[config.mk]
export PLATFORM = sky130hd
export DESIGN_NAME = onehot_pulse_decoder
export DESIGN_NICKNAME = d
export VERILOG_FILES = /design/src/rtl/onehot_pulse_decoder.sv
export SDC_FILE = /design/constraint.sdc
export NUM_CORES = 1
export LEC_CHECK = 0
export ABC_AREA = 1
export BUFFER_PORTS_ARGS = -buffer_cell sky130_fd_sc_hd__buf_2
export CORE_AREA = 2 2 64 66
export CTS_BUF_LIST = sky130_fd_sc_hd__clkbuf_16
export CTS_CLUSTER_DIAMETER = 30
export DETAILED_ROUTE_END_ITERATION = 12
export DIE_AREA = 0 0 66 68
export PLACE_DENSITY_LB_ADDON = 0.05
export RECOVER_POWER = 100
export SLEW_MARGIN = 40
export SYNTH_ARGS = -nofsm -noshare
export SYNTH_HDL_FRONTEND = slang
export SYNTH_SLANG_ARGS = --single-unit
[constraint.sdc]
create_clock -name clk -period 3.1 [get_ports clk]
set_clock_uncertainty 0.05 [all_clocks]
set_input_delay 0.62 -clock clk [delete_from_list [all_inputs] [get_ports clk]]
set_output_delay 0.62 -clock clk [all_outputs]
set_load 0.005 [all_outputs]
[src/rtl/onehot_pulse_decoder.sv]
// onehot_pulse_decoder: decodes accepted 2-bit codes into timed one-hot pulses with a one-deep pending buffer
module onehot_pulse_decoder #(
  parameter int PULSE_LEN = 4,
  parameter int GAP_LEN   = 1,
  parameter int CNT_W     = 8
) (
  input  logic             clk,
  input  logic             rst_n,
  input  logic             in_valid,
  output logic             in_ready,
  input  logic [1:0]       in_code,
  input  logic             in_any,
  output logic [3:0]       o,
  output logic             done,
  output logic             busy,
  output logic [CNT_W-1:0] pulse_cnt
);
  typedef enum logic [1:0] {IDLE, PULSE, GAP} state_t;
  state_t           r_state, w_state_nx;
  logic [7:0]       r_cnt, w_cnt_nx;
  logic [3:0]       r_o, w_o_nx;
  logic             r_any, w_any_nx;
  logic             r_pend_full, w_pend_full_nx;
  logic [1:0]       r_pend_code, w_pend_code_nx;
  logic             r_pend_any, w_pend_any_nx;
  logic [CNT_W-1:0] r_pulse_cnt;
  logic             w_xfer, w_last, w_load, w_fill, w_ld_any;
  logic [1:0]       w_ld_code;
  function automatic logic [3:0] dec(input logic [1:0] c, input logic a);
    return a ? 4'b0001 << c : 4'b0000;
  endfunction
  assign in_ready  = rst_n & ~r_pend_full;
  assign w_xfer    = in_valid & in_ready;
  assign w_last    = r_cnt == 8'd0;
  assign w_ld_code = r_pend_full ? r_pend_code : in_code;
  assign w_ld_any  = r_pend_full ? r_pend_any : in_any;
  assign done      = r_state == PULSE && w_last;
  assign busy      = r_state != IDLE || r_pend_full;
  assign o         = r_o;
  assign pulse_cnt = r_pulse_cnt;
  // A slot ending with nothing pending may take a same-edge transfer directly, keeping back-to-back pulses seamless
  always_comb begin
    w_state_nx     = r_state;
    w_cnt_nx       = r_cnt;
    w_o_nx         = r_o;
    w_any_nx       = r_any;
    w_pend_full_nx = r_pend_full;
    w_pend_code_nx = r_pend_code;
    w_pend_any_nx  = r_pend_any;
    w_load         = 1'b0;
    w_fill         = 1'b0;
    if (r_state == IDLE) begin
      w_load = w_xfer;
    end else if (!w_last) begin
      w_cnt_nx = r_cnt - 8'd1;
      w_fill   = w_xfer;
    end else if (r_state == PULSE && GAP_LEN > 0) begin
      w_state_nx = GAP;
      w_cnt_nx   = 8'(GAP_LEN - 1);
      w_o_nx     = 4'b0000;
      w_fill     = w_xfer;
    end else if (r_pend_full || w_xfer) begin
      w_load = 1'b1;
    end else begin
      w_state_nx = IDLE;
      w_o_nx     = 4'b0000;
    end
    if (w_load) begin
      w_state_nx     = PULSE;
      w_cnt_nx       = 8'(PULSE_LEN - 1);
      w_o_nx         = dec(w_ld_code, w_ld_any);
      w_any_nx       = w_ld_any;
      w_pend_full_nx = 1'b0;
    end
    if (w_fill) begin
      w_pend_full_nx = 1'b1;
      w_pend_code_nx = in_code;
      w_pend_any_nx  = in_any;
    end
  end
  always_ff @(posedge clk) begin
    if (!rst_n) begin
      r_state     <= IDLE;
      r_cnt       <= 8'd0;
      r_o         <= 4'b0000;
      r_any       <= 1'b0;
      r_pend_full <= 1'b0;
      r_pend_code <= 2'b00;
      r_pend_any  <= 1'b0;
      r_pulse_cnt <= '0;
    end else begin
      r_state     <= w_state_nx;
      r_cnt       <= w_cnt_nx;
      r_o         <= w_o_nx;
      r_any       <= w_any_nx;
      r_pend_full <= w_pend_full_nx;
      r_pend_code <= w_pend_code_nx;
      r_pend_any  <= w_pend_any_nx;
      r_pulse_cnt <= (done && r_any && !(&r_pulse_cnt)) ? r_pulse_cnt + 1'b1 : r_pulse_cnt;
    end
  end
endmodule

=== Yosys cells after proc, flatten, opt, wreduce, memory -nomap -nowiden ===
Index checks and enable logic that the tools add are counted.

* Multiplexer cells: 26
* Bitwise logic cells: 5
* Add/sub/neg operators: 2
* Shift-type cells: 1
* Eq/ne operators: 6
* Reductions and logical operators: 17

{| class="wikitable"
|+ Operator list
! kind !! count
|-
| $mux W4 || 6
|-
| $mux W8 || 2
|-
| $mux W1 || 13
|-
| $mux W2 || 5
|-
| $add A8 B1 Y8 const B || 1
|-
| $logic_not A8 Y1 || 1
|-
| $reduce_and A8 Y1 || 1
|-
| $sub A8 B1 Y8 const B || 1
|-
| $reduce_and A3 Y1 || 2
|-
| $reduce_bool A2 Y1 || 3
|-
| $ne A2 B2 Y1 const B || 2
|-
| $reduce_and A2 Y1 || 2
|-
| $shl A1 B2 Y4 const A || 1
|-
| $logic_and A1 B1 Y1 || 3
|-
| $ne A3 B1 Y1 const B || 1
|-
| $ne A3 B3 Y1 const B || 1
|-
| $not A1 Y1 || 3
|-
| $and A1 B1 Y1 || 2
|-
| $eq A2 B1 Y1 const B || 1
|-
| $logic_not A2 Y1 || 1
|-
| $logic_or A1 B1 Y1 || 2
|-
| $ne A2 B1 Y1 const B || 1
|-
| $reduce_or A2 Y1 || 1
|-
| $logic_not A1 Y1 || 1
|}

* Input port bits: 6
* Flip-flop bits (word level): 27
* Output and inout bits: 15
* Word-level logic and storage cells: 67

=== Logic depth before layout (Yosys ltp) ===
Gate-level depths: netlist of run 1.

* Word-level depth: 10
* Depth in mapped cells: 10
* Gate-level depth less buffers: 10

=== Worst setup path after synthesis of run 1 ===
OpenSTA, ideal clock, no wires.

* Path type: flip-flop to output port
* From: reg r_cnt[0]
* To: out done
* Path buffers: 0
* Slack: 1.467 ns
* Required time: 2.430 ns
* Cell stages (with the launch flop): 7
* Arrival: 0.963 ns
* Cell sequence: dfxtp_1 -> inv_1 -> ha_1 -> nand2_2 -> nor2_8 -> nand2_4 -> inv_1

* Longest elaborated chain between the ends: 2

{| class="wikitable"
|+ Ends and longest elaborated chain
! what !! RTL line !! text
|-
| from (decl) || 20 || <nowiki>logic [7:0] r_cnt, w_cnt_nx;</nowiki>
|-
| from (signal assigned) || 93 || <nowiki>r_cnt <= w_cnt_nx;</nowiki>
|-
| $logic_not A8 Y1 || 34 || <nowiki>assign w_last = r_cnt == 8'd0;</nowiki>
|-
| $logic_and A1 B1 Y1 || 37 || <nowiki>assign done = r_state == PULSE && w_last;</nowiki>
|-
| to (decl) || 14 || <nowiki>output logic done,</nowiki>
|}

Every way passes these cells.

=== Final worst setup path of run 1 ===
* From: in rst_n
* To: out in_ready

* Longest elaborated chain between the ends: 1

{| class="wikitable"
|+ Ends and longest elaborated chain
! what !! RTL line !! text
|-
| from (decl) || 8 || <nowiki>input logic rst_n,</nowiki>
|-
| $and A1 B1 Y1 || 32 || <nowiki>assign in_ready = rst_n & ~r_pend_full;</nowiki>
|-
| to (decl) || 10 || <nowiki>output logic in_ready,</nowiki>
|}

Every way passes these cells.

==> run metrics, run 1 <==
final setup fails 0; Seq cells post-synth 27; library cells used by synthesis 26; HP Class reg -> reg; clk buf depth 2; Layout Area Growth over Synthesis 13.0%; CP Launch Type input port; R2R Path Start r_cnt[0]; setup repair bufs after CTS 0; r2r worst-path depth 9; Clk Latency, worst-skew pair 0.26 ns; Routed Antenna Nets 0; GR Util met2 0.255; f_max 428 MHz; cts hold-fix bufs 0; die area 4490 µm²; total number of vias 1353; final WL 3140 µm; setup TNS 0 ns; H-tree depth 1; CTS buffer count 3; fin nets 242; total power 0.908 mW; diode count 0; antenna violations before repair 0; Synth top area share 0.365; vias per cell 4.80; routability congestion estimate 0.834; start point of the worst hold path r_pend_code[0]; initial drt markers 52; Filler cells 422; Worst Path Max Fanout 13; P_leak 0.771 nW; largest net degree at the start of global routing 15; Setup crit end kind primary output; CTS tree done; GRT Util Overall 0.155; synthesized area 1480 µm²; vias in the first global route 1196; RR Endpoint pulse_cnt[0]; Initial DRT Pass Iterations 4; CTS root buffer clkbuf_16; Synthesized Nets 221; worst vdd ir 0.197 mV; top cells by area, synth dfxtp_1 36%, nand2_1 14%, nor2_1 6.1%, a21oi_1 5.1%, inv_1 5.1%; final max-slew violation count 0; CTS sink count 27; drc violations 0; r2r setup slk 1.29 ns; Starting Density 0.384; share of cells above drive strength 1 0.125; DP HPWL 2420 µm; CP Launch Point rst_n; chip width 66 µm; maxcap violations 0; core area 3860 µm²; YS warnings 0; CTS clock-pin slew for the worst setup and hold paths 0.06 ns; DIE HEIGHT 68 µm; row cnt 23; critical path arrival 1.67 ns; final period utilization 0.753; worst path required time 2.43 ns; Post-Layout Cell Count 282; worst setup path end in_ready; CTS resizes 0; worst slew pin tran 0.501 ns; register area share after synthesis 0.365; Synth area leader dfxtp_1; placed insts 278; IO Count 21; Pwr Density 542 nW/µm²; Synth Instances 212; max_slew headroom 0.666; Fin. Hold Viols 0; I/O Buffers 20; Remaining Overflow, GRT 0; GR Util met1 0.209; DP Worst Slack 1.03 ns; global route hottest layer met2; setup ws final 0.764 ns; post-DR wirelength/cell 11.1 µm; post-layout min period 2.34 ns; syn avg cell area 6.99 µm²; status finished clean; M3 GR Usage 0.0296; class of the most critical setup path in -> out; first-pass GRT wire length 5350 µm; RSZ-0062 raised after global routing no
==> worst max-delay path, stage by stage <==
cell and delay, ns:
clkbuf_1 0.38, inv_1 0.32, nor2_1 0.20, clkbuf_1 0.14
==> per-layer routing <==
layer,share of wire,vias to the layer above
met5,0,-
met3,0.031,5
met2,0.47,23
li1,-,719
met4,0.012,0
met1,0.48,606
==> worst min path at each step <==
stage                                end  slack [ns]  cells after the start
after floorplan           r_pend_code[0]        0.38                      2
after global placement    r_pend_code[1]        0.41                      2
after detailed placement  r_pend_code[0]        0.41                      2
after CTS                 r_pend_code[0]        0.42                      2
after global routing      r_pend_code[1]        0.45                      2
final                     r_pend_code[0]        0.42                      2
==> state kept, by name, summed over array words and instances, names as in the netlist <==
| register | cells |
|---|---|
| pulse_cnt | 8 |
| r_cnt | 8 |
| o | 4 |
| r_pend_code | 2 |
| r_state | 2 |
| r_any | 1 |
| r_pend_any | 1 |
| r_pend_full | 1 |
==> layout by cell type, fill, tap and decap left out, types with 4 or more instances in the layout <==
cell / netlist / routed
buf_2: 0 / 14
inv_1: 20 / 24
dfxtp_1: 27 / 27
nor2_1: 24 / 25
clkbuf_1: 1 / 6
xor2_1: 5 / 5
o21ai_0: 8 / 8
nand2_1: 55 / 57
a21oi_1: 15 / 16
nand3_1: 15 / 15
nand4_1: 6 / 6
nand2_4: 4 / 4
==> stage by stage <==
stage	utilization	cell area, µm²	hold slack, ns
2_1_floorplan	-	1480	0.383
3_3_place_gp	0.419	1610	0.407
3_5_place_dp	0.419	1610	0.407
6_report	0.434	1670	0.418
4_1_cts	0.439	1690	0.416
5_1_grt	0.434	1670	0.446
==> power breakdown <==
part	total (mW)	internal [mW]	switching (mW)
sequential	0.374	0.362	0.0128
combinational	0.245	0.0844	0.160
clock	0.289	0.173	0.116
total	0.908	0.619	0.289
==> logic make-up (layout without fill, tap and decap cells) <==
kind of cell,Yosys count,count (layout),share of synthesized area
AOI/OAI and AO/OA,28,28,0.102
xor gates and xnor gates,8,8,0.0473
adders and majority gates,3,3,0.0253
buffers and inverters,28,48,0.0811
DFF,27,27,0.365
and+or+nand+nor,118,118,0.379
==> Yosys cell counts (all sizes together) <==
cell type	number
nand2	62
nor2	30
dfxtp	27
inv	24
a21oi	16
nand3	15
o21ai	8
nand4	6
xor2	5
a31oi	3
buf	3
ha	3
nor3	3
xnor2	3
or2	2
clkbuf	1
o2111ai	1
==> cell type report <==
cell class / instances / area (µm²) / area share
Multi-Input combinational cell: 157 / 810 / 0.484
Sequential cell: 27 / 541 / 0.323
Timing Repair Buffer: 20 / 92.6 / 0.0553
Inverter: 24 / 90.1 / 0.0538
Clock buffer: 3 / 75.1 / 0.0448
Tap cell: 50 / 62.6 / 0.0374
Clock inverter: 1 / 3.75 / 0.00224
Note: power is estimated with default switching activity, not from simulation.
==> run 2, diff against run 1 <==
clock period = 2.2 ns   (was 3.1 ns; I/O delays follow)
==> run 2 against run 1 <==
Compared with the run above:
- worst setup slack worse by 0.48 ns
- non-clock buffer count unchanged
- die area unchanged
- routed wire length up 0.13%
- clock-buffer cell count unchanged
- flip-flop and latch count unchanged
- largest power group unchanged
- highest routed layer unchanged
- critical path depth up 3
- register-to-register slack worse by 0.91 ns
==> run metrics, run 2 (synthesis gave the netlist of run 1 again) <==
status finished clean (unchanged); antenna violations before repair 0 (unchanged); CTS sink count 27 (unchanged); H-tree depth 1 (unchanged); vias in the first global route 1196 (unchanged); total number of vias 1346 (was 1353); CTS tree done (unchanged); vias per cell 4.77 (was 4.80); Layout Area Growth over Synthesis 12.8% (was 13.0%); final setup fails 0 (unchanged); Pwr Density 764 nW/µm² (was 542 nW/µm²); first-pass GRT wire length 5350 µm (unchanged); f_max 522 MHz; CP peak stage delay 0.31 ns (was 0.38 ns); CTS buffer count 3 (unchanged); initial drt markers 53 (was 52); P_leak 0.778 nW (was 0.771 nW); largest net degree at the start of global routing 15 (unchanged); met2 wire length 1490 µm (about the same); worst path required time 1.71 ns (was 2.43 ns); Clk Latency, worst-skew pair 0.26 ns (about the same); chip width 66 µm (unchanged); die area 4490 µm² (unchanged); post-layout min period 1.91 ns; IO Count 21 (unchanged); CP Launch Point r_cnt[0] (was rst_n); Worst Path Max Fanout 9 (was 13); cts hold-fix bufs 0 (unchanged); DIE HEIGHT 68 µm (unchanged); share of cells above drive strength 1 0.129 (was 0.125); worst slew pin tran 0.495 ns (was 0.501 ns); clk buf depth 2 (unchanged); CTS root buffer clkbuf_16 (unchanged); setup ws final 0.286 ns (was 0.764 ns); Placed Area 1610 µm² (unchanged); worst setup path end done (was in_ready); top sig layer met4 (unchanged); Post-Layout Cell Count 282 (unchanged); final period utilization 0.870; Fin. Hold Viols 0 (unchanged); drc violations 0 (unchanged); RSZ-0062 raised after global routing no (unchanged); I/O Buffers 20 (unchanged); class of the most critical setup path reg -> out (was in -> out); core area 3860 µm² (unchanged); Filler cells 421 (was 422); setup TNS 0 ns (unchanged); area of all placed cells without fillers 1670 µm² (about the same); met3 routed WL 81 µm (was 98 µm); diode count 0 (unchanged); maxcap violations 0 (unchanged); worst vdd ir 0.278 mV (was 0.197 mV); GRT Util Overall 0.155 (unchanged); post-DR wirelength/cell 11.2 µm (was 11.1 µm); setup repair bufs after CTS 0 (unchanged); Starting Density 0.384 (unchanged); Remaining Overflow, GRT 0 (unchanged); RR Endpoint r_pend_any (was pulse_cnt[0]); CP cell instances inv_1, ha_1, nand2_2, nor2_8, nand2_4, inv_1, buf_2 (was clkbuf_1, inv_1, nor2_1, clkbuf_1); final max-slew violation count 0 (unchanged); Initial DRT Pass Iterations 4 (unchanged); final WL 3150 µm (was 3140 µm); R2R Path Start r_cnt[0] (unchanged); max_slew headroom 0.667 (was 0.666); Slowest-stage cell, CP dfxtp_1 (was clkbuf_1); commonest non-fill, non-tap cell in the layout nand2_1 (unchanged); placed insts 278 (unchanged); most frequent cells in the layout 57 x nand2_1, 27 x dfxtp_1, 25 x inv_1, 25 x nor2_1 (was 57 x nand2_1, 27 x dfxtp_1, 25 x nor2_1, 24 x inv_1, 16 x a21oi_1); DP HPWL 2420 µm (unchanged); fin nets 242 (unchanged); Routed Antenna Nets 0 (unchanged); Setup crit end kind primary output (unchanged); routability congestion estimate 0.834 (unchanged); CP most frequent cell inv_1 (was clkbuf_1); CTS clock-pin slew for the worst setup and hold paths 0.06 ns (about the same); r2r worst-path depth 10 (was 9); total power 1.28 mW (was 0.908 mW); CTS resizes 0 (unchanged); Post-Route M1 WL 1540 µm (was 1510 µm); DP Worst Slack 0.308 ns (was 1.03 ns); r2r setup slk 0.38 ns (was 1.29 ns); HP Class reg -> reg (unchanged); CP Launch Type flip-flop (was input port); critical path arrival 1.42 ns (was 1.67 ns); row cnt 23 (unchanged)
[run 2: area by class of cell]
cell class,instances,area (µm²),area share
Tap cell,50,62.6,0.0374
Timing Repair Buffer,20,95.1,0.0569
Clock buffer,3,75.1,0.0449
Inverter,24,90.1,0.0539
Multi-Input combinational cell,157,805,0.481
Sequential cell,27,541,0.323
Clock inverter,1,3.75,0.00225
[run 2: worst min-delay path by stage]
stage              startpoint             end  slack (ns)  depth (start not counted)
3_5_place_dp   r_pend_code[0]  r_pend_code[0]        0.41                          2
5_1_grt                in_any      r_pend_any        0.44                          3
3_3_place_gp   r_pend_code[1]  r_pend_code[1]        0.41                          2
2_1_floorplan  r_pend_code[0]  r_pend_code[0]        0.38                          2
4_1_cts        r_pend_code[0]  r_pend_code[0]        0.42                          2
6_report       r_pend_code[0]  r_pend_code[0]        0.42                          2
[run 2: power breakdown]
| group | internal [mW] | leakage (nW) | switching, mW |
|---|---|---|---|
| combinational | 0.118 | 0.518 | 0.225 |
| clock | 0.243 | 0.0423 | 0.164 |
| sequential | 0.509 | 0.218 | 0.0180 |
[run 2: critical path, delay by kind of cell, from the launching register on]
| kind | cells | cell delay [ns] |
|---|---|---|
| buffers and inverters | 3 | 0.29 |
| flip-flops | 1 | 0.31 |
| AND/OR/NAND/NOR | 3 | 0.39 |
| adder cells (fa/ha/maj) | 1 | 0.18 |
[run 2: layer usage]
layer / vias up / GRT usage
met5: - / 0
met4: 0 / 0.0459
met3: 5 / 0.0296
met2: 18 / 0.255
met1: 603 / 0.209
li1: 720 / -
[run 2: per-stage QoR]
| stage | util | hold slack (ns) |
|---|---|---|
| floorplan | - | 0.383 |
| global placement | 0.419 | 0.407 |
| detailed placement | 0.419 | 0.407 |
| CTS | 0.439 | 0.416 |
| global route | 0.433 | 0.437 |
| finish | 0.433 | 0.418 |
==> run 3, diff against run 2 <==
clock period = 1.55 ns   (was 2.2 ns; I/O delays follow)
==> run 3 against run 2 <==
Compared with the run above:
- clock power up 44%
- register-to-register slack got worse by 0.29 ns
- final cell count grew 8.5%
- sequential share of layout area is 3.9 points lower
- critical path type unchanged
- critical endpoint unchanged
- largest power group unchanged
- highest routed layer unchanged
==> run metrics, run 3 (synthesis gave the netlist of run 1 again) <==
status finished clean (unchanged); post-layout min period 1.54 ns; largest net degree at the start of global routing 16 (was 15); routability congestion estimate 0.828 (was 0.834); vias in the first global route 1357 (was 1196); Fin. Hold Viols 0 (unchanged); Pwr Density 1030 nW/µm² (was 764 nW/µm²); GRT Util Overall 0.168 (was 0.155); final period utilization 0.995; CTS root buffer clkbuf_16 (unchanged); cts hold-fix bufs 0 (unchanged); worst path required time 1.19 ns (was 1.71 ns); Setup crit end kind primary output (unchanged); initial drt markers 42 (was 53); CTS tree done (unchanged); antenna violations before repair 0 (unchanged); post-DR wirelength/cell 11.4 µm (was 11.2 µm); P_leak 0.889 nW (was 0.778 nW); core area 3860 µm² (unchanged); Sequential cell area 546 µm² (was 541 µm²); die area 4490 µm² (unchanged); setup ws final 0.00751 ns (was 0.286 ns); area of all placed cells without fillers 1920 µm² (was 1670 µm²); Placed Area 1760 µm² (was 1610 µm²); CTS clock-pin slew for the worst setup and hold paths 0.07 ns (was 0.06 ns); critical path arrival 1.18 ns (was 1.42 ns); diode count 0 (unchanged); drc violations 0 (unchanged); H-tree depth 1 (unchanged); class of the most critical setup path reg -> out (unchanged); CP Launch Type flip-flop (unchanged); row cnt 23 (unchanged); final max-slew violation count 0 (unchanged); top sig layer met4 (unchanged); placed insts 298 (was 278); RSZ-0062 raised after global routing yes (was no); Worst Path Max Fanout 4 (was 9); Starting Density 0.384 (unchanged); met2 wire length 1730 µm (was 1490 µm); final setup fails 0 (unchanged); final WL 3480 µm (was 3150 µm); HP Class in -> reg (was reg -> reg); DP Worst Slack -0.0185 ns (was 0.308 ns); Remaining Overflow, GRT 0 (unchanged); share of cells above drive strength 1 0.293 (was 0.129); DIE HEIGHT 68 µm (unchanged); met3 routed WL 90 µm (was 81 µm); Layout Area Growth over Synthesis 29.4% (was 12.8%); CTS sink count 27 (unchanged); Clk Latency, worst-skew pair 0.26 ns (about the same); Post-Layout Cell Count 306 (was 282); I/O Buffers 20 (unchanged); max_slew headroom 0.739 (was 0.667); first-pass GRT wire length 5820 µm (was 5350 µm); Multi-input gate area 871 µm² (was 805 µm²); vias per cell 4.72 (was 4.77); clk buf depth 2 (unchanged); Post-Route M1 WL 1610 µm (was 1540 µm); f_max 648 MHz; most frequent cells in the layout 52 x nand2_1, 24 x nor2_1, 23 x dfxtp_1, 17 x inv_1, 17 x buf_2 (was 57 x nand2_1, 27 x dfxtp_1, 25 x inv_1, 25 x nor2_1); total number of vias 1444 (was 1346); worst slew pin tran 0.387 ns (was 0.495 ns); IO Count 21 (unchanged); chip width 66 µm (unchanged); worst vdd ir 0.380 mV (was 0.278 mV); fin nets 266 (was 242); Routed Antenna Nets 0 (unchanged); CTS buffer count 3 (unchanged); DP HPWL 2640 µm (was 2420 µm); Filler cells 403 (was 421); commonest non-fill, non-tap cell in the layout nand2_1 (unchanged); maxcap violations 0 (unchanged); Initial DRT Pass Iterations 4 (unchanged)
[run 3: cell types whose count changed in the layout (fill, tap and decap cells not counted), sizes merged]
cell | before | now
buf | 16 | 34
clkbuf | 7 | 13
clkinv | 0 | 1
inv | 25 | 24
[run 3: cell type report]
cell class	instances	share of cell area
multi-input combinational	157	0.454
sequential	27	0.285
timing repair buffer	44	0.137
inverter	24	0.0496
clock buffer	3	0.0392
tap	50	0.0326
clock inverter	1	0.00261
[run 3: through the flow]
stage                     power (mW)  hold slack (ns)  utilization   TNS, ns
after detailed placement        1.33            0.403        0.457   -0.0194
final                           1.98            0.285        0.497         0
after global placement          1.33            0.402        0.457         0
after global routing            2.11            0.292        0.497    -0.172
after floorplan                 1.16            0.383            -         0
after CTS                       1.99            0.279        0.491  -0.00312
[run 3: critical path, cell delays in order, from the launching register on]
cell     delay, ns
dfxtp_1       0.32
nor2_2        0.14
nand2_4       0.09
nor2_8        0.14
nand2_4       0.08
inv_2         0.06
buf_6         0.08
[run 3: worst paths after layout]
path	cells past startpoint	startpoint	slack (ns)	end
setup / recovery	6	r_cnt[4]	0.008	done
hold / removal	3	in_code[1]	0.29	r_pend_code[1]
setup reg to reg	9	r_cnt[4]	0.09	pulse_cnt[5]
hold reg to reg	2	o[0]	0.41	o[0]
[run 3: power breakdown]
group / switching (mW) / total [mW] / internal [mW]
combinational: 0.371 / 0.637 / 0.266
clock: 0.240 / 0.588 / 0.348
sequential: 0.0245 / 0.750 / 0.726
total: 0.636 / 1.98 / 1.34
[run 3: layer usage]
metal | vias to the layer above | global-route usage
met4 | 0 | 0.0536
met3 | 5 | 0.0313
li1 | 766 | -
met1 | 652 | 0.205
met2 | 21 | 0.302
met5 | - | 0
[run 3: repair_timing]
| action | in CTS | in global routing |
|---|---|---|
| buffers inserted | 2 | 2 |
| pin swaps | 4 | 2 |
| gates resized for setup | 11 | 16 |
| endpoints found under the hold margin | 0 | 0 |
| endpoints found under the setup margin | 6 | 20 |
